File: config.mk
export PLATFORM = sky130hd
export DESIGN_NAME = mips_dm_arbiter
export DESIGN_NICKNAME = d
export VERILOG_FILES = /design/src/rtl/mips_dm_pkg.sv /design/src/rtl/mips_dm_arb_pick.sv /design/src/rtl/mips_dm_arbiter.sv
export SDC_FILE = /design/constraint.sdc
export NUM_CORES = 1
export LEC_CHECK = 0
export ABC_AREA = 1
export ABC_CLOCK_PERIOD_IN_PS = 9400
export BUFFER_PORTS_ARGS = -buffer_cell sky130_fd_sc_hd__buf_4
export CAP_MARGIN = 20
export CORE_AREA = 5 5 127 129
export CTS_CLUSTER_SIZE = 24
export DETAILED_ROUTE_END_ITERATION = 16
export DIE_AREA = 0 0 132 134
export PLACE_DENSITY_LB_ADDON = 0.3
export SYNTH_ARGS = -nofsm -noshare
export SYNTH_HDL_FRONTEND = slang
export SYNTH_SLANG_ARGS = --single-unit
File: constraint.sdc
create_clock -name clock -period 9.4 [get_ports clock]
set_input_delay 1.88 -clock clock [delete_from_list [all_inputs] [get_ports clock]]
set_output_delay 1.88 -clock clock [all_outputs]
set_load 0.1 [all_outputs]
File: src/rtl/mips_dm_pkg.sv
// Shared types and constants for the MIPS data-memory arbiter.
package mips_dm_pkg;

    typedef enum logic [1:0] {
        StIdle,
        StAccess,
        StWait,
        StResp
    } dm_state_t;

    localparam int unsigned DM_DEPTH  = 512;
    localparam int unsigned DM_RD_LAT = 1;

    localparam logic PORT_CPU = 1'b0;
    localparam logic PORT_DBG = 1'b1;

endpackage

File: src/rtl/mips_dm_arb_pick.sv
// Combinational winner selection between the CPU and debug requesters.
// Build option MIPS_DM_ARB_RR_EN: round-robin on contention using ptr;
// otherwise fixed priority with the CPU port always winning.
module mips_dm_arb_pick
    import mips_dm_pkg::*;
(
    input  logic [1:0] req,
`ifdef MIPS_DM_ARB_RR_EN
    input  logic       ptr,
`endif
    output logic       any,
    output logic       win
);

    // Lone requester always wins; contention resolved by ptr or fixed priority
    always_comb begin
        any = |req;
        win = PORT_CPU;
`ifdef MIPS_DM_ARB_RR_EN
        if (req == 2'b11) begin
            win = ptr;
        end else if (req[1]) begin
            win = PORT_DBG;
        end
`else
        if (!req[0] && req[1]) begin
            win = PORT_DBG;
        end
`endif
    end

endmodule

File: src/rtl/mips_dm_arbiter.sv
// Two-requester arbiter and access sequencer for the MIPS data memory.
// Build option MIPS_DM_ARB_RR_EN enables round-robin arbitration; default is
// fixed priority (port 0 wins).
module mips_dm_arbiter
    import mips_dm_pkg::*;
#(
    parameter int unsigned DEPTH  = DM_DEPTH,
    parameter int unsigned RD_LAT = DM_RD_LAT,
    parameter int unsigned AW     = 32
) (
    input  logic          clock,
    input  logic          reset,

    input  logic          r0_req,
    input  logic          r0_we,
    input  logic [AW-1:0] r0_addr,
    input  logic [31:0]   r0_wdata,
    output logic          r0_gnt,
    output logic          r0_done,
    output logic          r0_err,
    output logic [31:0]   r0_rdata,

    input  logic          r1_req,
    input  logic          r1_we,
    input  logic [AW-1:0] r1_addr,
    input  logic [31:0]   r1_wdata,
    output logic          r1_gnt,
    output logic          r1_done,
    output logic          r1_err,
    output logic [31:0]   r1_rdata,

    output logic          mem_read,
    output logic          mem_write,
    output logic [31:0]   mem_addr,
    output logic [31:0]   mem_wdata,
    input  logic [31:0]   mem_rdata
);

    // Range check is done one bit wider so DEPTH == 2**AW cannot wrap
    localparam logic [AW:0] DepthExt = (AW + 1)'(DEPTH);
    localparam logic [2:0]  RdLat    = 3'(RD_LAT);

    dm_state_t     state_q, state_d;
    logic          sel_q;
    logic          we_q;
    logic          err_q;
    logic [AW-1:0] addr_q;
    logic [31:0]   wdata_q;
    logic [2:0]    cnt_q;
    logic [1:0]    gnt_q;
    logic [31:0]   rdata0_q;
    logic [31:0]   rdata1_q;

    logic          any_req;
    logic          win;
    logic          oor;
    logic [1:0]    done_v;

`ifdef MIPS_DM_ARB_RR_EN
    logic          ptr_q;

    // Pointer moves away from whichever port just completed
    always_ff @(posedge clock or posedge reset) begin
        if (reset) begin
            ptr_q <= PORT_CPU;
        end else if (state_q == StResp) begin
            ptr_q <= ~sel_q;
        end
    end
`endif

    mips_dm_arb_pick u_pick (
        .req ({r1_req, r0_req}),
`ifdef MIPS_DM_ARB_RR_EN
        .ptr (ptr_q),
`endif
        .any (any_req),
        .win (win)
    );

    assign oor = {1'b0, addr_q} >= DepthExt;

    // State register
    always_ff @(posedge clock or posedge reset) begin
        if (reset) begin
            state_q <= StIdle;
        end else begin
            state_q <= state_d;
        end
    end

    // Next state and single-cycle memory strobes
    always_comb begin
        state_d   = state_q;
        mem_read  = 1'b0;
        mem_write = 1'b0;
        unique case (state_q)
            StIdle: begin
                if (any_req) begin
                    state_d = StAccess;
                end
            end
            StAccess: begin
                if (oor) begin
                    state_d = StResp;
                end else if (we_q) begin
                    mem_write = 1'b1;
                    state_d   = StResp;
                end else begin
                    mem_read = 1'b1;
                    state_d  = StWait;
                end
            end
            StWait: begin
                if (cnt_q == 3'd1) begin
                    state_d = StResp;
                end
            end
            StResp: begin
                state_d = StIdle;
            end
            default: begin
                state_d = StIdle;
            end
        endcase
    end

    // Request latches, grant, read-latency counter and returned data
    always_ff @(posedge clock or posedge reset) begin
        if (reset) begin
            sel_q    <= PORT_CPU;
            we_q     <= 1'b0;
            err_q    <= 1'b0;
            addr_q   <= '0;
            wdata_q  <= '0;
            cnt_q    <= '0;
            gnt_q    <= '0;
            rdata0_q <= '0;
            rdata1_q <= '0;
        end else begin
            unique case (state_q)
                StIdle: begin
                    if (any_req) begin
                        sel_q   <= win;
                        err_q   <= 1'b0;
                        we_q    <= (win == PORT_DBG) ? r1_we    : r0_we;
                        addr_q  <= (win == PORT_DBG) ? r1_addr  : r0_addr;
                        wdata_q <= (win == PORT_DBG) ? r1_wdata : r0_wdata;
                        gnt_q   <= (win == PORT_DBG) ? 2'b10    : 2'b01;
                    end
                end
                StAccess: begin
                    cnt_q <= RdLat;
                    if (oor) begin
                        err_q <= 1'b1;
                        if (sel_q == PORT_DBG) begin
                            rdata1_q <= '0;
                        end else begin
                            rdata0_q <= '0;
                        end
                    end
                end
                StWait: begin
                    cnt_q <= cnt_q - 3'd1;
                    if (cnt_q == 3'd1) begin
                        if (sel_q == PORT_DBG) begin
                            rdata1_q <= mem_rdata;
                        end else begin
                            rdata0_q <= mem_rdata;
                        end
                    end
                end
                StResp: begin
                    gnt_q <= 2'b00;
                end
                default: begin
                    gnt_q <= 2'b00;
                end
            endcase
        end
    end

    assign done_v    = (state_q == StResp) ? ((sel_q == PORT_DBG) ? 2'b10 : 2'b01) : 2'b00;

    assign r0_gnt    = gnt_q[0];
    assign r1_gnt    = gnt_q[1];
    assign r0_done   = done_v[0];
    assign r1_done   = done_v[1];
    assign r0_err    = done_v[0] & err_q;
    assign r1_err    = done_v[1] & err_q;
    assign r0_rdata  = rdata0_q;
    assign r1_rdata  = rdata1_q;

    assign mem_addr  = 32'(addr_q);
    assign mem_wdata = wdata_q;

endmodule
==> flow_results.xml, run 1 <==
<?xml version="1.0" encoding="UTF-8"?>
<metrics>
  <group name="run_status">
    <metric name="run_status" unit="">finished clean</metric>
  </group>
  <group name="clocking">
    <metric name="cts_buffers" unit="">17</metric>
    <metric name="htree_levels" unit="">4</metric>
    <metric name="hold_buffers" unit="">0</metric>
    <metric name="post-cts-setup-buffer-count" unit="">0</metric>
    <metric name="tritoncts_sink_count" unit="">138</metric>
    <metric name="cts_resized" unit="">0</metric>
    <metric name="worstSkewPairLatency" unit="ns">0.42</metric>
    <metric name="clk_path_buf_depth" unit="">2</metric>
    <metric name="cts_tree" unit="">yes</metric>
    <metric name="clockRootBuffer" unit="">sky130_fd_sc_hd__clkbuf_16</metric>
    <metric name="clkSlewWorstSetupHoldPaths" unit="ns">0.06</metric>
  </group>
  <group name="placed_design">
    <metric name="routabilityCongestion" unit="">0.854</metric>
    <metric name="buffer_ports.inserted" unit="">301</metric>
    <metric name="dpl.hpwl" unit="um">13800</metric>
  </group>
  <group name="floorplan">
    <metric name="full_die_area" unit="mm^2">0.0177</metric>
    <metric name="ioPinCount" unit="">302</metric>
    <metric name="area_of_the_core" unit="mm^2">0.0149</metric>
    <metric name="die_width" unit="um">132</metric>
    <metric name="starting_density_of_the_core" unit="">0.408</metric>
    <metric name="die-height" unit="um">134</metric>
    <metric name="fp-row-count" unit="">45</metric>
  </group>
  <group name="critical_path">
    <metric name="crit_path_end_kind" unit="">output pin</metric>
    <metric name="worstPathCellList" unit="">nor2_1 &gt; nand2_1 &gt; nor2_2 &gt; nand4_4 &gt; nor2_1 &gt; buf_4</metric>
    <metric name="start_kind" unit="">flip-flop</metric>
    <metric name="timing.reg2reg.setup_slack" unit="ns">6.81</metric>
    <metric name="worst-setup-path-type" unit="">flip-flop to output pin</metric>
    <metric name="critPathArrivalTime" unit="ns">1.85</metric>
    <metric name="critPathSlowestCell" unit="">sky130_fd_sc_hd__dfrtp_1</metric>
    <metric name="crit_path_end" unit="">mem_write</metric>
    <metric name="critPathMostFrequentCell" unit="">sky130_fd_sc_hd__nor2_1</metric>
    <metric name="worst_r2r_startpoint" unit="">state_q[0]$_DFFE_PP0P_</metric>
    <metric name="timing.critical_path.fanout_max" unit="">5</metric>
    <metric name="crit_required" unit="ns">7.52</metric>
    <metric name="critPathLaunch" unit="">mem_addr[22]$_DFFE_PP0P_</metric>
    <metric name="worst-r2r-cell-count" unit="">8</metric>
    <metric name="timing.critical_path.slowest_cell_delay" unit="ns">0.39</metric>
    <metric name="worstReg2RegEnd" unit="">mem_wdata[22]$_DFFE_PP0P_</metric>
  </group>
  <group name="synthesis">
    <metric name="post_synth_mux_area_share" unit="">0</metric>
    <metric name="synth-seq-area-share" unit="">0.567</metric>
    <metric name="synth_top_family_by_area" unit="">simple AND/OR/NAND/NOR gates</metric>
    <metric name="most_area_hungry_cell_type_in_the_yosys_netlist" unit="">sky130_fd_sc_hd__dfrtp_1</metric>
    <metric name="synth_cell_area" unit="mm^2">0.00609</metric>
    <metric name="synth_compound_gate_area_share" unit="">0.179</metric>
    <metric name="ys.warnings.count" unit="">0</metric>
    <metric name="synthXorXnorAreaFrac" unit="">0.00144</metric>
    <metric name="synth_nets" unit="">865</metric>
    <metric name="syn_avg_cell_area" unit="um^2">8.79</metric>
    <metric name="synthSimpleGateAreaFrac" unit="">0.182</metric>
    <metric name="netlist_instances" unit="">693</metric>
    <metric name="yosys_register_bits" unit="">138</metric>
    <metric name="synth_adder_area_share" unit="">0.0123</metric>
    <metric name="synth_area_leaders" unit="">sky130_fd_sc_hd__dfrtp_1 (57%), sky130_fd_sc_hd__nand2_1 (10%), sky130_fd_sc_hd__o21ai_0 (7.7%)</metric>
    <metric name="synth.distinct_cells" unit="">26</metric>
    <metric name="synth.top_cell.area_share" unit="">0.567</metric>
  </group>
  <group name="sta">
    <metric name="fin_worst_skew" unit="ns">0.0109</metric>
    <metric name="clock.fmax" unit="MHz">268</metric>
    <metric name="setup_viol" unit="">0</metric>
    <metric name="rsz0062_at_grt" unit="">false</metric>
    <metric name="maxSlewHeadroom" unit="">0.311</metric>
    <metric name="final.min_clock_period" unit="ns">3.73</metric>
    <metric name="slew_viol_final" unit="">0</metric>
    <metric name="setup-tns-final" unit="ns">0</metric>
    <metric name="hold_violations" unit="">0</metric>
    <metric name="final_min_period_over_clock_period" unit="">0.397</metric>
    <metric name="tightestPinTransition" unit="ns">1.03</metric>
  </group>
  <group name="global_routing">
    <metric name="global_route_wire_length_before_repair" unit="um">31000</metric>
    <metric name="grt_start_max_net_pins" unit="">88</metric>
    <metric name="antenna_found_initial" unit="">0</metric>
    <metric name="grt_pass1_vias" unit="">5770</metric>
    <metric name="grt_overflow" unit="">0</metric>
    <metric name="gr-usage-all-layers" unit="">0.218</metric>
  </group>
  <group name="final_layout">
    <metric name="syn_to_final_growth" unit="%">48.8</metric>
    <metric name="num_antenna_cells" unit="">0</metric>
    <metric name="num-fill-cells" unit="">1334</metric>
    <metric name="mostFrequentLayoutCells" unit="">sky130_fd_sc_hd__buf_4 (306), sky130_fd_sc_hd__nand2_1 (170), sky130_fd_sc_hd__dfrtp_1 (138), sky130_fd_sc_hd__o21ai_0 (94), sky130_fd_sc_hd__o21ai_1 (91)</metric>
    <metric name="design.final.nets" unit="">1147</metric>
    <metric name="final_common_cell" unit="">sky130_fd_sc_hd__buf_4</metric>
    <metric name="final_layout_size_suffix_gt1_frac" unit="">0.373</metric>
  </group>
  <group name="route">
    <metric name="post_drt_via_cell_ratio" unit="">4.92</metric>
    <metric name="drcViolationCount" unit="">0</metric>
    <metric name="drtIter0Drc" unit="">345</metric>
    <metric name="wire_per_inst" unit="um">16.6</metric>
    <metric name="routed_wirelength" unit="um">19600</metric>
    <metric name="route.antenna.remaining_nets" unit="">0</metric>
    <metric name="drt-pass1-iter-count" unit="">5</metric>
    <metric name="detailroute.via_count" unit="">5785</metric>
  </group>
  <group name="min_path">
    <metric name="worst_hold_path_type" unit="">flip-flop to flip-flop</metric>
  </group>
  <group name="flow_run">
    <metric name="maxCapViolations" unit="">0</metric>
  </group>
</metrics>
registers in the layout, indices dropped and copies added, names as in the netlist:
register	count
mem_addr	32
err_q	1
gnt_q	2
cnt_q	3
mem_wdata	32
r0_rdata	32
we_q	1
state_q	2
r1_rdata	32
sel_q	1
Yosys cell counts, drive strengths merged:
| library cell | count |
|---|---|
| o21ai | 195 |
| nand2 | 182 |
| dfrtp | 138 |
| nor2 | 85 |
| buf | 29 |
| inv | 25 |
| clkbuf | 14 |
| ha | 6 |
| o22ai | 6 |
| a21oi | 4 |
| nand3 | 2 |
| nand4 | 2 |
| nor3 | 2 |
| a211oi | 1 |
| or2 | 1 |
| xor2 | 1 |
worst max-delay path: cells and delay by family (launching register included):
family	cells	cell delay, ns
AND/OR/NAND/NOR	5	0.73
flip-flops	1	0.39
buffers and inverters	1	0.31
cell families after synthesis:
kind of cell / after synthesis
simple gates: 274
compound gates: 206
flops: 138
buf+inv: 68
fa+ha+maj: 6
xor+xnor: 1
stage by stage:
step	cells	hold slack, ns	setup slack, ns	utilization	area (um^2)
6_report	1176	0.482	5.67	0.607	9060
3_5_place_dp	1144	0.474	5.65	0.561	8370
5_1_grt	1176	0.498	5.52	0.607	9060
3_3_place_gp	1144	0.468	5.66	0.561	8370
2_1_floorplan	693	0.502	3.82	-	6090
4_1_cts	1176	0.488	5.63	0.607	9060
cell type report:
cell class                 count  area, um^2  area share
clock buffer                  22         474      0.0524
clock inverter                10         211      0.0233
inverter                      25        98.8      0.0109
multi-input combinational    487        2290       0.253
sequential                   138        3450       0.381
tap                          188         235      0.0260
timing repair buffer         306        2300       0.254
layer usage:
layer / global-route usage / part of all wire / vias up
li1: - / - / 2840
met1: 0.270 / 0.39 / 2708
met2: 0.367 / 0.52 / 210
met3: 0.0664 / 0.071 / 27
met4: 0.0703 / 0.024 / 0
met5: 0 / 0 / -
how the worst min path moves through the flow:
| stage | from | endpoint | slack [ns] | cells past startpoint |
|---|---|---|---|---|
| 6_report | mem_wdata[25]$_DFFE_PP0P_ | mem_wdata[25]$_DFFE_PP0P_ | 0.48 | 2 |
| 5_1_grt | r1_rdata[22]$_DFFE_PP0P_ | r1_rdata[22]$_DFFE_PP0P_ | 0.50 | 2 |
| 4_1_cts | mem_wdata[25]$_DFFE_PP0P_ | mem_wdata[25]$_DFFE_PP0P_ | 0.49 | 2 |
| 3_5_place_dp | mem_wdata[25]$_DFFE_PP0P_ | mem_wdata[25]$_DFFE_PP0P_ | 0.47 | 2 |
| 3_3_place_gp | mem_wdata[22]$_DFFE_PP0P_ | mem_wdata[22]$_DFFE_PP0P_ | 0.47 | 2 |
| 2_1_floorplan | state_q[1]$_DFFE_PP0P_ | state_q[1]$_DFFE_PP0P_ | 0.50 | 2 |
Power of run 1 is left out: the tool's default activity adds up to more than one toggle a clock period on the data nets, which glitch-free logic cannot reach.
==> run 2, diff against run 1 <==
Settings changed: ABC_CLOCK_PERIOD_IN_PS 9400 to 3040.
Clock period 9.4 ns to 3.04 ns, I/O delays scaled along.
==> flow_results.xml, run 2 (same netlist as run 1, synthesis figures left out) <==
<?xml version="1.0" encoding="UTF-8"?>
<metrics>
  <group name="floorplan">
    <metric name="fp-row-count" unit="">45</metric>
    <metric name="ioPinCount" unit="">302</metric>
    <metric name="full_die_area" unit="mm^2">0.0177</metric>
    <metric name="starting_density_of_the_core" unit="">0.408</metric>
    <metric name="die-height" unit="um">134</metric>
    <metric name="area_of_the_core" unit="mm^2">0.0149</metric>
    <metric name="die_width" unit="um">132</metric>
  </group>
  <group name="final_layout">
    <metric name="design.final.nets" unit="">1150</metric>
    <metric name="post-route-cell-area" unit="mm^2">0.00904</metric>
    <metric name="syn_to_final_growth" unit="%">48.4</metric>
    <metric name="mostFrequentLayoutCells" unit="">sky130_fd_sc_hd__buf_4 (305), sky130_fd_sc_hd__nand2_1 (170), sky130_fd_sc_hd__dfrtp_1 (138), sky130_fd_sc_hd__o21ai_0 (94), sky130_fd_sc_hd__o21ai_1 (91)</metric>
    <metric name="final_layout_size_suffix_gt1_frac" unit="">0.377</metric>
    <metric name="final_common_cell" unit="">sky130_fd_sc_hd__buf_4</metric>
    <metric name="num_antenna_cells" unit="">0</metric>
  </group>
  <group name="placed_design">
    <metric name="place_area" unit="mm^2">0.00845</metric>
    <metric name="routabilityCongestion" unit="">0.883</metric>
    <metric name="dpl.hpwl" unit="um">13800</metric>
    <metric name="buffer_ports.inserted" unit="">301</metric>
  </group>
  <group name="critical_path">
    <metric name="timing.reg2reg.setup_slack" unit="ns">1.00</metric>
    <metric name="critPathSlowestCell" unit="">sky130_fd_sc_hd__dfrtp_1</metric>
    <metric name="worstPathCellList" unit="">nor2_1 &gt; nand2_1 &gt; nor2_2 &gt; nand4_4 &gt; nor2_1 &gt; buf_4</metric>
    <metric name="critPathMostFrequentCell" unit="">sky130_fd_sc_hd__nor2_1</metric>
    <metric name="worstPathBufferInverterCount" unit="">1</metric>
    <metric name="worst-setup-path-type" unit="">flip-flop to output pin</metric>
    <metric name="critPathArrivalTime" unit="ns">1.85</metric>
    <metric name="crit_path_end_kind" unit="">output pin</metric>
    <metric name="timing.critical_path.slowest_cell_delay" unit="ns">0.40</metric>
    <metric name="start_kind" unit="">flip-flop</metric>
    <metric name="crit_required" unit="ns">2.43</metric>
    <metric name="timing.critical_path.fanout_max" unit="">5</metric>
    <metric name="critical_path.top_delay_family" unit="">simple AND/OR/NAND/NOR gates</metric>
  </group>
  <group name="global_routing">
    <metric name="antenna_found_initial" unit="">0</metric>
    <metric name="gr-usage-all-layers" unit="">0.212</metric>
    <metric name="grt_overflow" unit="">0</metric>
    <metric name="global_route_wire_length_before_repair" unit="um">30300</metric>
    <metric name="grt_pass1_vias" unit="">5683</metric>
    <metric name="grt_start_max_net_pins" unit="">67</metric>
  </group>
  <group name="sta">
    <metric name="slew_viol_final" unit="">0</metric>
    <metric name="tightestPinTransition" unit="ns">0.749</metric>
    <metric name="final_min_period_over_clock_period" unit="">0.810</metric>
    <metric name="clock.fmax" unit="MHz">406</metric>
    <metric name="rsz0062_at_grt" unit="">false</metric>
    <metric name="setup_viol" unit="">0</metric>
    <metric name="maxSlewHeadroom" unit="">0.500</metric>
    <metric name="fin_worst_skew" unit="ns">0.00684</metric>
    <metric name="hold_violations" unit="">0</metric>
    <metric name="final.min_clock_period" unit="ns">2.46</metric>
  </group>
  <group name="min_path">
    <metric name="worst_hold_path_type" unit="">input pin to async pin</metric>
  </group>
  <group name="clocking">
    <metric name="cts_buffers" unit="">17</metric>
    <metric name="hold_buffers" unit="">0</metric>
    <metric name="worstSkewPairLatency" unit="ns">0.41</metric>
    <metric name="post-cts-setup-buffer-count" unit="">0</metric>
    <metric name="htree_levels" unit="">4</metric>
    <metric name="tritoncts_sink_count" unit="">138</metric>
    <metric name="clkSlewWorstSetupHoldPaths" unit="ns">0.06</metric>
    <metric name="clockRootBuffer" unit="">sky130_fd_sc_hd__clkbuf_16</metric>
    <metric name="cts_tree" unit="">yes</metric>
    <metric name="clk_path_buf_depth" unit="">2</metric>
    <metric name="cts_resized" unit="">0</metric>
  </group>
  <group name="flow_run">
    <metric name="maxCapViolations" unit="">0</metric>
  </group>
  <group name="route">
    <metric name="detailroute.via_count" unit="">5796</metric>
    <metric name="post_drt_via_cell_ratio" unit="">4.92</metric>
    <metric name="wire_per_inst" unit="um">16.5</metric>
    <metric name="drtIter0Drc" unit="">295</metric>
    <metric name="drt-pass1-iter-count" unit="">5</metric>
    <metric name="drcViolationCount" unit="">0</metric>
    <metric name="route.antenna.remaining_nets" unit="">0</metric>
    <metric name="routed_wirelength" unit="um">19400</metric>
  </group>
  <group name="run_status">
    <metric name="run_status" unit="">finished clean</metric>
  </group>
</metrics>
## run 2: per-layer routing
metal | track usage | part of all wire | vias up
met5 | 0 | 0 | -
met4 | 0.0914 | 0.027 | 0
met3 | 0.0488 | 0.057 | 36
met2 | 0.362 | 0.51 | 209
met1 | 0.259 | 0.41 | 2704
li1 | - | - | 2847
## run 2: path summary, 6_finish.rpt
path                                           start  cells past startpoint                         to
max                         mem_addr[31]$_DFFE_PP0P_                      6                  mem_write
min                                            reset                      2  mem_wdata[14]$_DFFE_PP0P_
max reg2reg                   state_q[1]$_DFFE_PP0P_                      7   r1_rdata[30]$_DFFE_PP0P_
min reg2reg                mem_wdata[30]$_DFFE_PP0P_                      2  mem_wdata[30]$_DFFE_PP0P_
max in group asynchronous                      reset                      3       cnt_q[1]$_DFFE_PP0N_
min in group clock                      r1_wdata[20]                      3  mem_wdata[20]$_DFFE_PP0P_
## run 2: cell type report
class	instances	area, um^2
timing repair buffer	309	2370
fill	1333	5880
sequential	138	3450
clock inverter	10	118
clock buffer	21	470
tap	188	235
inverter	25	97.6
multi-input combinational	487	2290
## run 2: stage by stage
stage | cells | TNS (ns) | hold slack, ns | utilization | setup slack, ns
3_5_place_dp | 1147 | 0 | 0.474 | 0.566 | 0.982
2_1_floorplan | 693 | -0.383 | 0.502 | - | -0.192
5_1_grt | 1178 | 0 | 0.217 | 0.606 | 0.465
6_report | 1178 | 0 | 0.206 | 0.606 | 0.577
4_1_cts | 1178 | 0 | 0.191 | 0.606 | 0.537
3_3_place_gp | 1147 | 0 | 0.469 | 0.566 | 1.02
Power of run 2 is left out for the same reason.
==> run 3, diff against run 2 <==
Settings changed: ABC_CLOCK_PERIOD_IN_PS 3040 to 2400.
Clock period 3.04 ns to 2.4 ns, I/O delays scaled along.
==> flow_results.xml, run 3 (same netlist as run 1, synthesis figures left out) <==
<?xml version="1.0" encoding="UTF-8"?>
<metrics>
  <group name="clocking">
    <metric name="tritoncts_sink_count" unit="">138</metric>
    <metric name="clk_path_buf_depth" unit="">2</metric>
    <metric name="cts_tree" unit="">yes</metric>
    <metric name="clockRootBuffer" unit="">sky130_fd_sc_hd__clkbuf_16</metric>
    <metric name="cts_buffers" unit="">17</metric>
    <metric name="hold_buffers" unit="">0</metric>
    <metric name="htree_levels" unit="">4</metric>
    <metric name="clkSlewWorstSetupHoldPaths" unit="ns">0.06</metric>
    <metric name="post-cts-setup-buffer-count" unit="">0</metric>
    <metric name="worstSkewPairLatency" unit="ns">0.41</metric>
  </group>
  <group name="route">
    <metric name="wire_per_inst" unit="um">16.3</metric>
    <metric name="met3_wirelength" unit="um">1240</metric>
    <metric name="dr.max_layer_used" unit="">met4</metric>
    <metric name="drcViolationCount" unit="">0</metric>
    <metric name="routed_wirelength" unit="um">19300</metric>
    <metric name="post_drt_via_cell_ratio" unit="">4.99</metric>
    <metric name="detailroute.via_count" unit="">5897</metric>
    <metric name="drtIter0Drc" unit="">312</metric>
    <metric name="drt-pass1-iter-count" unit="">5</metric>
    <metric name="wl_met1" unit="um">7700</metric>
    <metric name="route.antenna.remaining_nets" unit="">0</metric>
    <metric name="detailroute.wirelength.met2" unit="um">9640</metric>
  </group>
  <group name="global_routing">
    <metric name="antenna_found_initial" unit="">0</metric>
    <metric name="grt_overflow" unit="">0</metric>
    <metric name="gr-usage-all-layers" unit="">0.214</metric>
    <metric name="grt_pass1_vias" unit="">5810</metric>
    <metric name="grt_start_max_net_pins" unit="">65</metric>
    <metric name="global_route_wire_length_before_repair" unit="um">30500</metric>
  </group>
  <group name="placed_design">
    <metric name="routabilityCongestion" unit="">0.841</metric>
    <metric name="dpl.hpwl" unit="um">14000</metric>
    <metric name="detailedPlace.worstSlack" unit="ns">0.474</metric>
    <metric name="place_area" unit="mm^2">0.00850</metric>
    <metric name="buffer_ports.inserted" unit="">301</metric>
  </group>
  <group name="run_status">
    <metric name="run_status" unit="">finished clean</metric>
  </group>
  <group name="floorplan">
    <metric name="die_width" unit="um">132</metric>
    <metric name="starting_density_of_the_core" unit="">0.408</metric>
    <metric name="ioPinCount" unit="">302</metric>
    <metric name="full_die_area" unit="mm^2">0.0177</metric>
    <metric name="fp-row-count" unit="">45</metric>
    <metric name="die-height" unit="um">134</metric>
    <metric name="area_of_the_core" unit="mm^2">0.0149</metric>
  </group>
  <group name="sta">
    <metric name="fin_worst_skew" unit="ns">0.00802</metric>
    <metric name="final_min_period_over_clock_period" unit="">0.938</metric>
    <metric name="setup-tns-final" unit="ns">0</metric>
    <metric name="rsz0062_at_grt" unit="">false</metric>
    <metric name="slew_viol_final" unit="">0</metric>
    <metric name="hold_violations" unit="">0</metric>
    <metric name="tightestPinTransition" unit="ns">0.651</metric>
    <metric name="maxSlewHeadroom" unit="">0.566</metric>
    <metric name="setup_viol" unit="">0</metric>
    <metric name="final.min_clock_period" unit="ns">2.25</metric>
    <metric name="clock.fmax" unit="MHz">444</metric>
    <metric name="worst_setup_margin" unit="ns">0.149</metric>
  </group>
  <group name="critical_path">
    <metric name="crit_path_end_kind" unit="">output pin</metric>
    <metric name="timing.reg2reg.setup_slack" unit="ns">0.45</metric>
    <metric name="worst_r2r_startpoint" unit="">state_q[1]$_DFFE_PP0P_</metric>
    <metric name="timing.critical_path.slowest_cell_delay" unit="ns">0.40</metric>
    <metric name="critPathMostFrequentCell" unit="">sky130_fd_sc_hd__nor2_2</metric>
    <metric name="worst-setup-path-type" unit="">flip-flop to output pin</metric>
    <metric name="timing.critical_path.fanout_max" unit="">5</metric>
    <metric name="crit_required" unit="ns">1.92</metric>
    <metric name="critPathArrivalTime" unit="ns">1.77</metric>
    <metric name="worstReg2RegEnd" unit="">r0_rdata[4]$_DFFE_PP0P_</metric>
    <metric name="critPathSlowestCell" unit="">sky130_fd_sc_hd__dfrtp_1</metric>
    <metric name="worst-r2r-cell-count" unit="">8</metric>
    <metric name="start_kind" unit="">flip-flop</metric>
    <metric name="worstPathCellList" unit="">nor2_1 &gt; nand2_1 &gt; nor2_2 &gt; nand4_4 &gt; nor2_2 &gt; buf_6</metric>
  </group>
  <group name="flow_run">
    <metric name="maxCapViolations" unit="">0</metric>
  </group>
  <group name="min_path">
    <metric name="worst_hold_path_type" unit="">input pin to async pin</metric>
  </group>
  <group name="final_layout">
    <metric name="mostFrequentLayoutCells" unit="">sky130_fd_sc_hd__buf_4 (304), sky130_fd_sc_hd__nand2_1 (170), sky130_fd_sc_hd__dfrtp_1 (138), sky130_fd_sc_hd__o21ai_0 (94), sky130_fd_sc_hd__o21ai_1 (91)</metric>
    <metric name="post-route-cell-area" unit="mm^2">0.00918</metric>
    <metric name="final_layout_size_suffix_gt1_frac" unit="">0.382</metric>
    <metric name="design.final.nets" unit="">1153</metric>
    <metric name="syn_to_final_growth" unit="%">50.7</metric>
    <metric name="num_antenna_cells" unit="">0</metric>
    <metric name="final_common_cell" unit="">sky130_fd_sc_hd__buf_4</metric>
  </group>
</metrics>
[run 3: worst max-delay path by stage]
| stage | startpoint | end | slack [ns] |
|---|---|---|---|
| after floorplan | mem_addr[10]$_DFFE_PP0P_ | mem_read | -0.70 |
| after global placement | mem_addr[31]$_DFFE_PP0P_ | mem_write | 0.53 |
| after detailed placement | state_q[1]$_DFFE_PP0P_ | r0_rdata[10]$_DFFE_PP0P_ | 0.47 |
| after CTS | mem_addr[18]$_DFFE_PP0P_ | mem_write | 0.07 |
| after global routing | mem_addr[10]$_DFFE_PP0P_ | mem_write | 0.007 |
| final | mem_addr[18]$_DFFE_PP0P_ | mem_write | 0.15 |
[run 3: layout make-up]
cell class                 count  area [um^2]
clock inverter                15          236
multi-input combinational    487         2300
fill                        1282         5750
inverter                      25         97.6
timing repair buffer         312         2420
sequential                   138         3450
clock buffer                  17          425
tap                          188          235
[run 3: metrics by stage]
step	utilization	hold slack (ns)	instances
2_1_floorplan	-	0.502	693
3_3_place_gp	0.569	0.469	1150
3_5_place_dp	0.569	0.474	1150
4_1_cts	0.614	0.0976	1182
5_1_grt	0.615	0.130	1182
6_report	0.615	0.107	1182
[run 3: routing by layer]
| metal | vias up | GRT usage |
|---|---|---|
| met1 | 2776 | 0.266 |
| met5 | - | 0 |
| met3 | 43 | 0.0536 |
| li1 | 2854 | - |
| met2 | 224 | 0.353 |
| met4 | 0 | 0.0949 |
[run 3: repair_timing]
item                                    in CTS  in global routing
hold endpoints to repair                     0                  0
gates resized for setup                      0                  5
endpoints found under the setup margin       0                  2
[run 3: worst max-delay path: cells and delay by family, from the launching register on]
kind,cells,cell delay (ns)
buf+inv,1,0.23
flops,1,0.40
simple gates,5,0.73
Power of run 3 is left out for the same reason.
